<file path="src/rtl/ascon_pkg.sv">
// Shared Ascon definitions: bdi/bdo segment types plus the arbiter's state,
// owner encoding and default statistics counter width.
package ascon_pkg;

  localparam int ASCON_STATS_W = 16;

  localparam logic [3:0] D_NULL  = 4'd0;
  localparam logic [3:0] D_NONCE = 4'd1;
  localparam logic [3:0] D_AD    = 4'd2;
  localparam logic [3:0] D_MSG   = 4'd3;
  localparam logic [3:0] D_TAG   = 4'd4;
  localparam logic [3:0] D_HASH  = 4'd5;

  typedef enum logic [1:0] {
    IDLE    = 2'd0,
    BUSY    = 2'd1,
    RELEASE = 2'd2
  } arb_state_t;

  typedef enum logic {
    ARB_A = 1'b0,
    ARB_B = 1'b1
  } arb_owner_t;

endpackage

</file>
<file path="src/rtl/ascon_arb_rr.sv">
// Combinational two-way round-robin picker: req[0] is client A, req[1] is
// client B; on a tie the client that did not own the core last time wins.
module ascon_arb_rr
  import ascon_pkg::*;
(
  input  logic [1:0] req,
  input  arb_owner_t last,
  output arb_owner_t gnt,
  output logic       gnt_valid
);

  always_comb begin
    // NOTE: every output gets a default first so no path through the
    // if/else chain leaves it unassigned, which would infer a latch.
    gnt_valid = |req;
    gnt       = ARB_A;
    if (req == 2'b11) begin
      gnt = (last == ARB_A) ? ARB_B : ARB_A;
    end else if (req[1]) begin
      gnt = ARB_B;
    end
  end

endmodule

</file>
<file path="src/rtl/ascon_arbiter.sv">
// Two-client arbiter sharing one ascon_core for whole operations, round-robin.
// Define ASCON_ARB_STATS_EN to add saturating per-client completed-op counters.
module ascon_arbiter
  import ascon_pkg::*;
#(
  parameter int CCW     = 32,
  parameter int CCSW    = 32,
  parameter int STATS_W = ASCON_STATS_W
) (
  input  logic             clk,
  input  logic             rst_n,

  input  logic [CCSW-1:0]  a_key,
  input  logic             a_key_valid,
  output logic             a_key_ready,
  input  logic [CCW-1:0]   a_bdi,
  input  logic             a_bdi_valid,
  output logic             a_bdi_ready,
  input  logic [CCW/8-1:0] a_bdi_valid_bytes,
  input  logic [3:0]       a_bdi_type,
  input  logic             a_bdi_eot,
  input  logic             a_bdi_eoi,
  input  logic             a_decrypt,
  input  logic             a_hash,
  output logic [CCW-1:0]   a_bdo,
  output logic             a_bdo_valid,
  input  logic             a_bdo_ready,
  output logic [3:0]       a_bdo_type,
  output logic             a_bdo_eot,
  output logic             a_auth,
  output logic             a_auth_valid,
  output logic             a_done,

  input  logic [CCSW-1:0]  b_key,
  input  logic             b_key_valid,
  output logic             b_key_ready,
  input  logic [CCW-1:0]   b_bdi,
  input  logic             b_bdi_valid,
  output logic             b_bdi_ready,
  input  logic [CCW/8-1:0] b_bdi_valid_bytes,
  input  logic [3:0]       b_bdi_type,
  input  logic             b_bdi_eot,
  input  logic             b_bdi_eoi,
  input  logic             b_decrypt,
  input  logic             b_hash,
  output logic [CCW-1:0]   b_bdo,
  output logic             b_bdo_valid,
  input  logic             b_bdo_ready,
  output logic [3:0]       b_bdo_type,
  output logic             b_bdo_eot,
  output logic             b_auth,
  output logic             b_auth_valid,
  output logic             b_done,

  output logic             core_rst,
  output logic [CCSW-1:0]  core_key,
  output logic             core_key_valid,
  input  logic             core_key_ready,
  output logic [CCW-1:0]   core_bdi,
  output logic             core_bdi_valid,
  input  logic             core_bdi_ready,
  output logic [CCW/8-1:0] core_bdi_valid_bytes,
  output logic [3:0]       core_bdi_type,
  output logic             core_bdi_eot,
  output logic             core_bdi_eoi,
  output logic             core_decrypt,
  output logic             core_hash,
  input  logic [CCW-1:0]   core_bdo,
  input  logic             core_bdo_valid,
  output logic             core_bdo_ready,
  input  logic [3:0]       core_bdo_type,
  input  logic             core_bdo_eot,
  input  logic             core_auth,
  input  logic             core_auth_valid,
  input  logic             core_done
`ifdef ASCON_ARB_STATS_EN
  ,
  output logic [STATS_W-1:0] ops_cnt_a,
  output logic [STATS_W-1:0] ops_cnt_b
`endif
);

  if (STATS_W < 1) begin : g_bad_stats_w
    $error("ascon_arbiter: STATS_W must be at least 1");
  end

  typedef struct packed {
    logic [CCSW-1:0]  key;
    logic             key_valid;
    logic [CCW-1:0]   bdi;
    logic             bdi_valid;
    logic [CCW/8-1:0] bdi_valid_bytes;
    logic [3:0]       bdi_type;
    logic             bdi_eot;
    logic             bdi_eoi;
    logic             decrypt;
    logic             hash;
    logic             bdo_ready;
  } cli_req_t;

  cli_req_t   a_req, b_req, sel_req;
  arb_state_t state;
  arb_owner_t owner, rr_last, pick;
  logic       pick_valid, core_done_q, done_rise;
  logic       busy, a_sel, b_sel;

  assign a_req = '{key: a_key, key_valid: a_key_valid, bdi: a_bdi, bdi_valid: a_bdi_valid,
                   bdi_valid_bytes: a_bdi_valid_bytes, bdi_type: a_bdi_type,
                   bdi_eot: a_bdi_eot, bdi_eoi: a_bdi_eoi, decrypt: a_decrypt,
                   hash: a_hash, bdo_ready: a_bdo_ready};
  assign b_req = '{key: b_key, key_valid: b_key_valid, bdi: b_bdi, bdi_valid: b_bdi_valid,
                   bdi_valid_bytes: b_bdi_valid_bytes, bdi_type: b_bdi_type,
                   bdi_eot: b_bdi_eot, bdi_eoi: b_bdi_eoi, decrypt: b_decrypt,
                   hash: b_hash, bdo_ready: b_bdo_ready};

  ascon_arb_rr u_rr (
    .req       ({b_req.key_valid | b_req.bdi_valid, a_req.key_valid | a_req.bdi_valid}),
    .last      (rr_last),
    .gnt       (pick),
    .gnt_valid (pick_valid)
  );

  assign busy      = (state == BUSY);
  assign a_sel     = busy && (owner == ARB_A);
  assign b_sel     = busy && (owner == ARB_B);
  assign done_rise = core_done & ~core_done_q;
  assign sel_req   = (owner == ARB_B) ? b_req : a_req;

  // The core is reset together with the arbiter so an abandoned op cannot linger.
  assign core_rst             = ~rst_n;
  assign core_key             = sel_req.key;
  assign core_key_valid       = busy & sel_req.key_valid;
  assign core_bdi             = sel_req.bdi;
  assign core_bdi_valid       = busy & sel_req.bdi_valid;
  assign core_bdi_valid_bytes = sel_req.bdi_valid_bytes;
  assign core_bdi_type        = sel_req.bdi_type;
  assign core_bdi_eot         = sel_req.bdi_eot;
  assign core_bdi_eoi         = sel_req.bdi_eoi;
  assign core_decrypt         = sel_req.decrypt;
  assign core_hash            = sel_req.hash;
  assign core_bdo_ready       = busy & sel_req.bdo_ready;

  assign a_key_ready = a_sel & core_key_ready;
  assign a_bdi_ready = a_sel & core_bdi_ready;
  assign a_bdo       = a_sel ? core_bdo : '0;
  assign a_bdo_valid = a_sel & core_bdo_valid;
  assign a_bdo_type  = a_sel ? core_bdo_type : '0;
  assign a_bdo_eot   = a_sel & core_bdo_eot;

  assign b_key_ready = b_sel & core_key_ready;
  assign b_bdi_ready = b_sel & core_bdi_ready;
  assign b_bdo       = b_sel ? core_bdo : '0;
  assign b_bdo_valid = b_sel & core_bdo_valid;
  assign b_bdo_type  = b_sel ? core_bdo_type : '0;
  assign b_bdo_eot   = b_sel & core_bdo_eot;

  // NOTE: state registers use non-blocking assignments so every flop samples
  // the pre-edge values regardless of statement order.
  always_ff @(posedge clk or negedge rst_n) begin
    if (!rst_n) begin
      state        <= IDLE;
      owner        <= ARB_A;
      rr_last      <= ARB_B;
      core_done_q  <= 1'b0;
      a_done       <= 1'b0;
      b_done       <= 1'b0;
      a_auth       <= 1'b0;
      a_auth_valid <= 1'b0;
      b_auth       <= 1'b0;
      b_auth_valid <= 1'b0;
    end else begin
      core_done_q <= core_done;
      a_done      <= 1'b0;
      b_done      <= 1'b0;
      case (state)
        IDLE: begin
          if (pick_valid) begin
            owner <= pick;
            state <= BUSY;
            if (pick == ARB_A) a_auth_valid <= 1'b0;
            else               b_auth_valid <= 1'b0;
          end
        end
        BUSY: begin
          // Only a fresh rising edge ends the op; a done left high by the
          // previous operation is ignored.
          if (done_rise) begin
            state   <= RELEASE;
            rr_last <= owner;
            if (owner == ARB_A) begin
              a_done <= 1'b1;
              if (core_auth_valid) begin
                a_auth       <= core_auth;
                a_auth_valid <= 1'b1;
              end
            end else begin
              b_done <= 1'b1;
              if (core_auth_valid) begin
                b_auth       <= core_auth;
                b_auth_valid <= 1'b1;
              end
            end
          end
        end
        RELEASE: state <= IDLE;
        default: state <= IDLE;
      endcase
    end
  end

`ifdef ASCON_ARB_STATS_EN
  always_ff @(posedge clk or negedge rst_n) begin
    if (!rst_n) begin
      ops_cnt_a <= '0;
      ops_cnt_b <= '0;
    end else if (busy && done_rise) begin
      if (owner == ARB_A && !(&ops_cnt_a)) ops_cnt_a <= ops_cnt_a + 1'b1;
      if (owner == ARB_B && !(&ops_cnt_b)) ops_cnt_b <= ops_cnt_b + 1'b1;
    end
  end
`endif

endmodule

</file>
<file path="config.mk">
export PLATFORM = sky130hd
export DESIGN_NAME = ascon_arbiter
export DESIGN_NICKNAME = d
export VERILOG_FILES = /design/src/rtl/ascon_pkg.sv /design/src/rtl/ascon_arb_rr.sv /design/src/rtl/ascon_arbiter.sv
export SDC_FILE = /design/constraint.sdc
export NUM_CORES = 1
export LEC_CHECK = 0
export ABC_CLOCK_PERIOD_IN_PS = 1850
export CAP_MARGIN = 40
export CORE_AREA = 2 2 145 147
export CTS_BUF_LIST = sky130_fd_sc_hd__clkbuf_8 sky130_fd_sc_hd__clkbuf_16
export DETAILED_ROUTE_END_ITERATION = 8
export DIE_AREA = 0 0 147 149
export PLACE_DENSITY = 0.44
export SETUP_SLACK_MARGIN = 0.05
export SYNTH_ARGS = -nofsm -noshare
export SYNTH_HDL_FRONTEND = slang
export SYNTH_SLANG_ARGS = --single-unit
</file>
<file path="constraint.sdc">
create_clock -name clk -period 1.85 [get_ports clk]
set_input_delay 0.37 -clock clk [delete_from_list [all_inputs] [get_ports clk]]
set_output_delay 0.37 -clock clk [all_outputs]
set_load 0.01 [all_outputs]
</file>
==> results of run 1 <==
-- worst reg2reg max path: cells and delay by family, from the launching register on --
family | cells | cell delay, ps
flops | 1 | 490
simple gates | 2 | 420
compound gates | 1 | 260
buf+inv | 3 | 430
-- through the flow --
step | power, mW | setup TNS [ps] | util [%]
5_1_grt | 9.32 | -12960 | 34.8
3_3_place_gp | 5.70 | -21630 | 29.4
4_1_cts | 7.52 | -15230 | 31.7
3_5_place_dp | 5.69 | -23250 | 29.4
6_report | 8.85 | -7430 | 34.8
2_1_floorplan | 2.70 | 0 | -
-- worst paths after layout --
check	end	depth (start not counted)
max	b_bdo[9]	6
min	b_done	2
max reg2reg	b_auth_valid	6
min reg2reg	a_auth_valid	1
max in group asynchronous	rr_last	2
min in group clk	a_auth_valid	1
-- logic make-up after synthesis --
family          after synthesis
compound gates                9
flops                        11
mux                          81
buf+inv                      20
simple gates                 98
-- metal layers --
layer	wire length (microns)	part of all wire, %	vias to the layer above
met3	1130	7.4	6
met4	61	0.40	0
met1	5930	39	1558
li1	-	-	1599
met2	8050	53	174
met5	0	0	-
-- cell usage after synthesis, types with 2 or more instances --
master    instances
and2b_2           2
and2_1           80
mux2i_1           3
o21a_1            2
clkbuf_1          8
buf_2            10
dfrtp_1          10
nor2_1            7
mux2_2           77
nand2_1           2
-- registers in the layout, summed over array words and instances (netlist names) --
signal and flops:
a_done 1, owner 1, state 2, a_auth 1
rr_last 1, core_done_q 1, a_auth_valid 1, b_auth 1
b_auth_valid 1, b_done 1
-- final cells by class --
cell class	instances	area, sq um	share of cell area, %
Clock buffer	3	75.1	1.05
Clock inverter	1	3.75	0.0524
Inverter	2	8.76	0.122
Multi-Input combinational cell	188	1800	25.1
Sequential cell	11	280	3.92
Tap cell	275	344	4.81
Timing Repair Buffer	436	4650	64.9
-- power groups by stage --
stage                     Clock, mW  Combinational (mW)  Sequential (mW)
after global placement            0                5.28            0.423
after detailed placement          0                5.26            0.427
final                         0.384                8.06            0.411
after CTS                     0.392                6.71            0.419
after global routing          0.406                8.49            0.427
after floorplan                   0                2.29            0.407
-- what timing repair did --
item	4_1_cts	5_1_grt
cloned	12	8
pin swaps	16	31
endpoints found under the hold margin	0	0
gates resized for setup	615	208
setup buffers	19	18
endpoints found under the setup margin	159	149
==> results.yml, run 1 <==
placed_design:
  globalplace.congestion: 0.814
  dp_cells: 857
  io_buffers: 368
  pre_cts_ws_ps: -205
  hpwl_mm: 10.8
  place_area_sq_um: 6050
global_route:
  use_met2_pct: 23.2
  overflow: 0
  grt_first_pass_wirelength_mm: 20.4
  grt_use_total_pct: 11.8
  busiest_layer: "met2"
  antenna_found_initial: 0
  grt.met3_usage_pct: 3.06
  grt_max_degree: 25
  grt_pass1_vias: 3488
  use_met1_pct: 13.6
pwr:
  leakagePower_nw: 3.20
  p_seq_share_pct: 4.6
  vdd_drop_max_mv: 0.439
  clockPowerShare_pct: 4.3
  netSwitchingFraction_pct: 34.6
  power.density_nw_per_um2: 1240
  switchingPower_mw: 3.06
  combPwrFrac_pct: 91.0
  p_int_mw: 5.79
cts:
  cts_buffers: 3
  clkSinkCount: 11
  cts_hold_buf: 0
  clock_latency_ps: 230
  cts_max_level: 1
  cts_tree: "done"
  clk_path_buf_depth: 2
  cts.reportedPaths.clkPinSlew_ps: 40
  ctsRootBufferMaster: "clkbuf_16"
yosys:
  netlist_instances: 219
  ys_seq_elements: 11
  synth_area_leaders: "mux2_2 (44%), and2_1 (26%), dfrtp_1 (13%)"
  synth_warnings: 0
  yosysTopAreaCell: "mux2_2"
  synth_cell_types: 28
  synth_top_family_by_area: "multiplexers"
  yosysTopAreaCellShare_pct: 44.3
  synth-compound-area-share_pct: 3.83
  yosysSeqAreaShare_pct: 14.1
  synth_edf_count: 0
  synth_xor_area_share_pct: 0
  ys.flop_type: "dfrtp_1"
  synthAdderAreaFrac_pct: 0
  syn-cell-area_sq_um: 1960
  postSynthAreaPerCell_sq_um: 8.95
  muxShareOfSynthArea_pct: 46.4
  syn_nets: 422
  async_flop_share_pct: 100
  yosys.area_share.simple_pct: 31.2
worst_setup_path:
  crit_fanout: 4
  regToRegStartpoint: "owner"
  startpoint: "owner"
  crit_buf_inv: 4
  critPathArrivalTime_ps: 1640
  crit_path_start_kind: "flop"
  r2r_slack_ps: 120
  timing.critical_path.mode_cell: "buf_6"
  crit_slowest_cell: "dfrtp_4"
  required_ps: 1480
  critPathKind: "flop to output pin"
  critPathTopFamily: "buffers and inverters"
  crit_chain: "and3b_2 -> buf_12 -> buf_16 -> buf_6 -> and2_4 -> buf_6"
  end_kind: "output pin"
  slowest_delay_ps: 490
floorplanning:
  placementRows: 53
  core_area_sq_um: 20600
  die_area_sq_um: 21900
  start_util_pct: 9.53
  num_io_pins: 369
  die_w_microns: 147
  die_h_microns: 149
drt:
  totalWireLength_mm: 15.2
  ant_nets: 0
  drc: 0
  dr.pass1.iters: 4
  via_per_inst: 3.64
  drt_iter0_drc: 52
  wl_per_cell_microns: 16.6
  vias: 3337
layout:
  final_cell_mix: "clkdlybuf4s50_1 (208), buf_6 (115), mux2_2 (72)"
  final_common_cell: "clkdlybuf4s50_1"
  n_fill_cell: 2099
  area_growth_pct: 265
  drive_above_1_share_pct: 60.4
  nets: 845
  fin_area_sq_um: 7160
  stdcell_count: 916
  num_antenna_cells: 0
timing:
  max_freq_mhz: 497
  max_slew_margin_pct: 69.1
  period_needed_ps: 2010
  fin_hold_ws_ps: 476
  finalHoldViolCount: 0
  finalSetupViolCount: 123
  fin_crit_sh_pct: 109
  rsz0062_at_grt: "true"
  slew_viol_final: 0
  setup_ws_ps: -163
  tightest_slew_ps: 458
  skew_ps: 3.00
status:
  violations: "setup timing"
  status: "finished, violations left"
flow_run:
  drv_cap: 0
hold_path:
  hp-class: "primary input to asynchronous set/reset pin"
Power figures use the tool's default switching activity.
==> run 2, diff against run 1 <==
--- a/config.mk
+++ b/config.mk
@@ -7,11 +7,13 @@
 export LEC_CHECK = 0
 export ABC_CLOCK_PERIOD_IN_PS = 1850
 export CAP_MARGIN = 40
+export CELL_PAD_IN_SITES_DETAIL_PLACEMENT = 0
+export CELL_PAD_IN_SITES_GLOBAL_PLACEMENT = 1
 export CORE_AREA = 2 2 145 147
 export CTS_BUF_LIST = sky130_fd_sc_hd__clkbuf_8 sky130_fd_sc_hd__clkbuf_16
 export DETAILED_ROUTE_END_ITERATION = 8
 export DIE_AREA = 0 0 147 149
-export PLACE_DENSITY = 0.44
+export PLACE_DENSITY = 0.69
 export SETUP_SLACK_MARGIN = 0.05
 export SYNTH_ARGS = -nofsm -noshare
 export SYNTH_HDL_FRONTEND = slang
==> run 2 against run 1 <==
  * The run still ends with setup timing left
  * Global-route usage fell by 1.4 points
  * Cell count is 1.3% lower
  * Critical path depth decreased by 1
  * Sequential cell count unchanged
  * Clock-buffer cell count is the same
  * Non-clock buffer count is 12 lower
  * Worst hold slack got worse by 12 ps
  * Power is 10% lower
  * Sequential share of layout area is 0.15 points higher
  * Clock power is 1% higher
  * Highest routed layer unchanged
==> results.yml, run 2 (same netlist as run 1, synthesis figures left out) <==
worst_setup_path:
  required_ps: 1480
  critPathArrivalTime_ps: 1610
  end_kind: "output pin"
  crit_fanout: 7
  critPathKind: "flop to output pin"
  crit_path_start_kind: "flop"
timing:
  skew_ps: 3.83
  slew_viol_final: 0
  finalSetupViolCount: 87
  fin_crit_sh_pct: 107
  setup_tns_ps: -7040
  setup_ws_ps: -130
  period_needed_ps: 1980
  max_freq_mhz: 505
  fin_hold_ws_ps: 464
  finalHoldViolCount: 0
  rsz0062_at_grt: "true"
  tightest_slew_ps: 432
  max_slew_margin_pct: 70.8
drt:
  drt_iter0_drc: 72
  vias: 3210
  dr.pass1.iters: 4
  totalWireLength_mm: 13.4
  wl_per_cell_microns: 14.9
  drc: 0
  ant_nets: 0
  via_per_inst: 3.55
placed_design:
  hpwl_mm: 10.3
  io_buffers: 368
  globalplace.congestion: 0.706
  dp_cells: 870
  pre_cts_ws_ps: -336
  place_area_sq_um: 6220
global_route:
  antenna_found_initial: 0
  grt_use_total_pct: 10.5
  grt_max_degree: 41
  grt_first_pass_wirelength_mm: 18.1
  overflow: 0
  grt_pass1_vias: 3263
floorplanning:
  core_area_sq_um: 20600
  die_h_microns: 149
  start_util_pct: 9.53
  die_area_sq_um: 21900
  num_io_pins: 369
  die_w_microns: 147
  placementRows: 53
cts:
  clock_latency_ps: 240
  clkSinkCount: 11
  clk_path_buf_depth: 2
  cts_hold_buf: 0
  cts_tree: "done"
  cts_buffers: 3
  cts.reportedPaths.clkPinSlew_ps: 40
  cts_max_level: 1
  ctsRootBufferMaster: "clkbuf_16"
layout:
  largest_reg_flops: 2
  nets: 833
  area_growth_pct: 252
  final_common_cell: "clkdlybuf4s50_1"
  final_cell_mix: "clkdlybuf4s50_1 (208), buf_6 (128), mux2_2 (64)"
  final_core_util_pct: 33.5
  fin_area_sq_um: 6890
  top_register: "state"
  num_antenna_cells: 0
  drive_above_1_share_pct: 56.6
  stdcell_count: 904
pwr:
  p_total_mw: 7.92
  power.density_nw_per_um2: 1150
  leakagePower_nw: 3.10
  vdd_drop_max_mv: 0.588
status:
  status: "finished, violations left"
  violations: "setup timing"
flow_run:
  drv_cap: 0
hold_path:
  hp-class: "primary input to asynchronous set/reset pin"
## run 2: cell types whose count changed in the layout (fill, tap and decap cells not counted), sizes merged
cell           previous run  this run
buf                     190       193
clkdlybuf4s15             6         0
clkbuf                   34        23
inv                       2         1
dlymetal6s2s              1         3
clkinv                    1         2
## run 2: path summary, 6_finish.rpt
check                                   from            to  slack [ps]  cells after the start
worst max-delay path                   owner  core_bdi[15]        -130                      5
min in group clk                a_auth_valid  a_auth_valid         510                      1
worst min register to register  a_auth_valid  a_auth_valid         510                      1
worst max register to register         owner  b_auth_valid          90                      6
max in group asynchronous              rst_n       rr_last        1160                      2
worst min-delay path                   rst_n  a_auth_valid         460                      2
## run 2: critical path, cell delays in order (launching register included)
cell	delay [ps]
dfrtp_4	520
buf_12	160
buf_8	130
buf_12	130
mux2_4	300
buf_6	120
## run 2: per-layer routing
layer / share of wire, % / track usage (%) / routed length, microns / vias to the layer above
met5: 0 / 0 / 0 / -
met4: 0.86 / 1.15 / 116 / 0
met3: 7.4 / 2.08 / 990 / 10
met2: 53 / 20.2 / 7120 / 165
met1: 39 / 12.3 / 5200 / 1462
li1: - / - / - / 1573
## run 2: layout make-up
type                    count  area (sq um)
fillers                  2153         13700
repair buffers            424          4380
multi-input cells         188          1800
well taps                 275           344
flip-flops and latches     11           280
clock buffers               3          75.1
inverters                   2          8.76
clock inverters             1          5.00
## run 2: timing repair
action,4_1_cts,5_1_grt
endpoints found under the setup margin,159,162
gates cloned,4,6
buffers inserted,12,16
resized for setup,497,322
pin swaps,8,27
## run 2: power breakdown
part	switching, mW	internal, mW	total, mW
Clock	0.104	0.286	0.389
Combinational	2.61	4.50	7.11
Sequential	0.0817	0.342	0.424
Total	2.79	5.13	7.92
==> run 3, diff against run 2 <==
--- a/config.mk
+++ b/config.mk
@@ -15,6 +15,7 @@
 export DIE_AREA = 0 0 147 149
 export PLACE_DENSITY = 0.69
 export SETUP_SLACK_MARGIN = 0.05
+export SLEW_MARGIN = 20
 export SYNTH_ARGS = -nofsm -noshare
 export SYNTH_HDL_FRONTEND = slang
 export SYNTH_SLANG_ARGS = --single-unit
==> results of run 3 <==
Same layout as run 2: the final DEF is identical, and so are final timing and power.
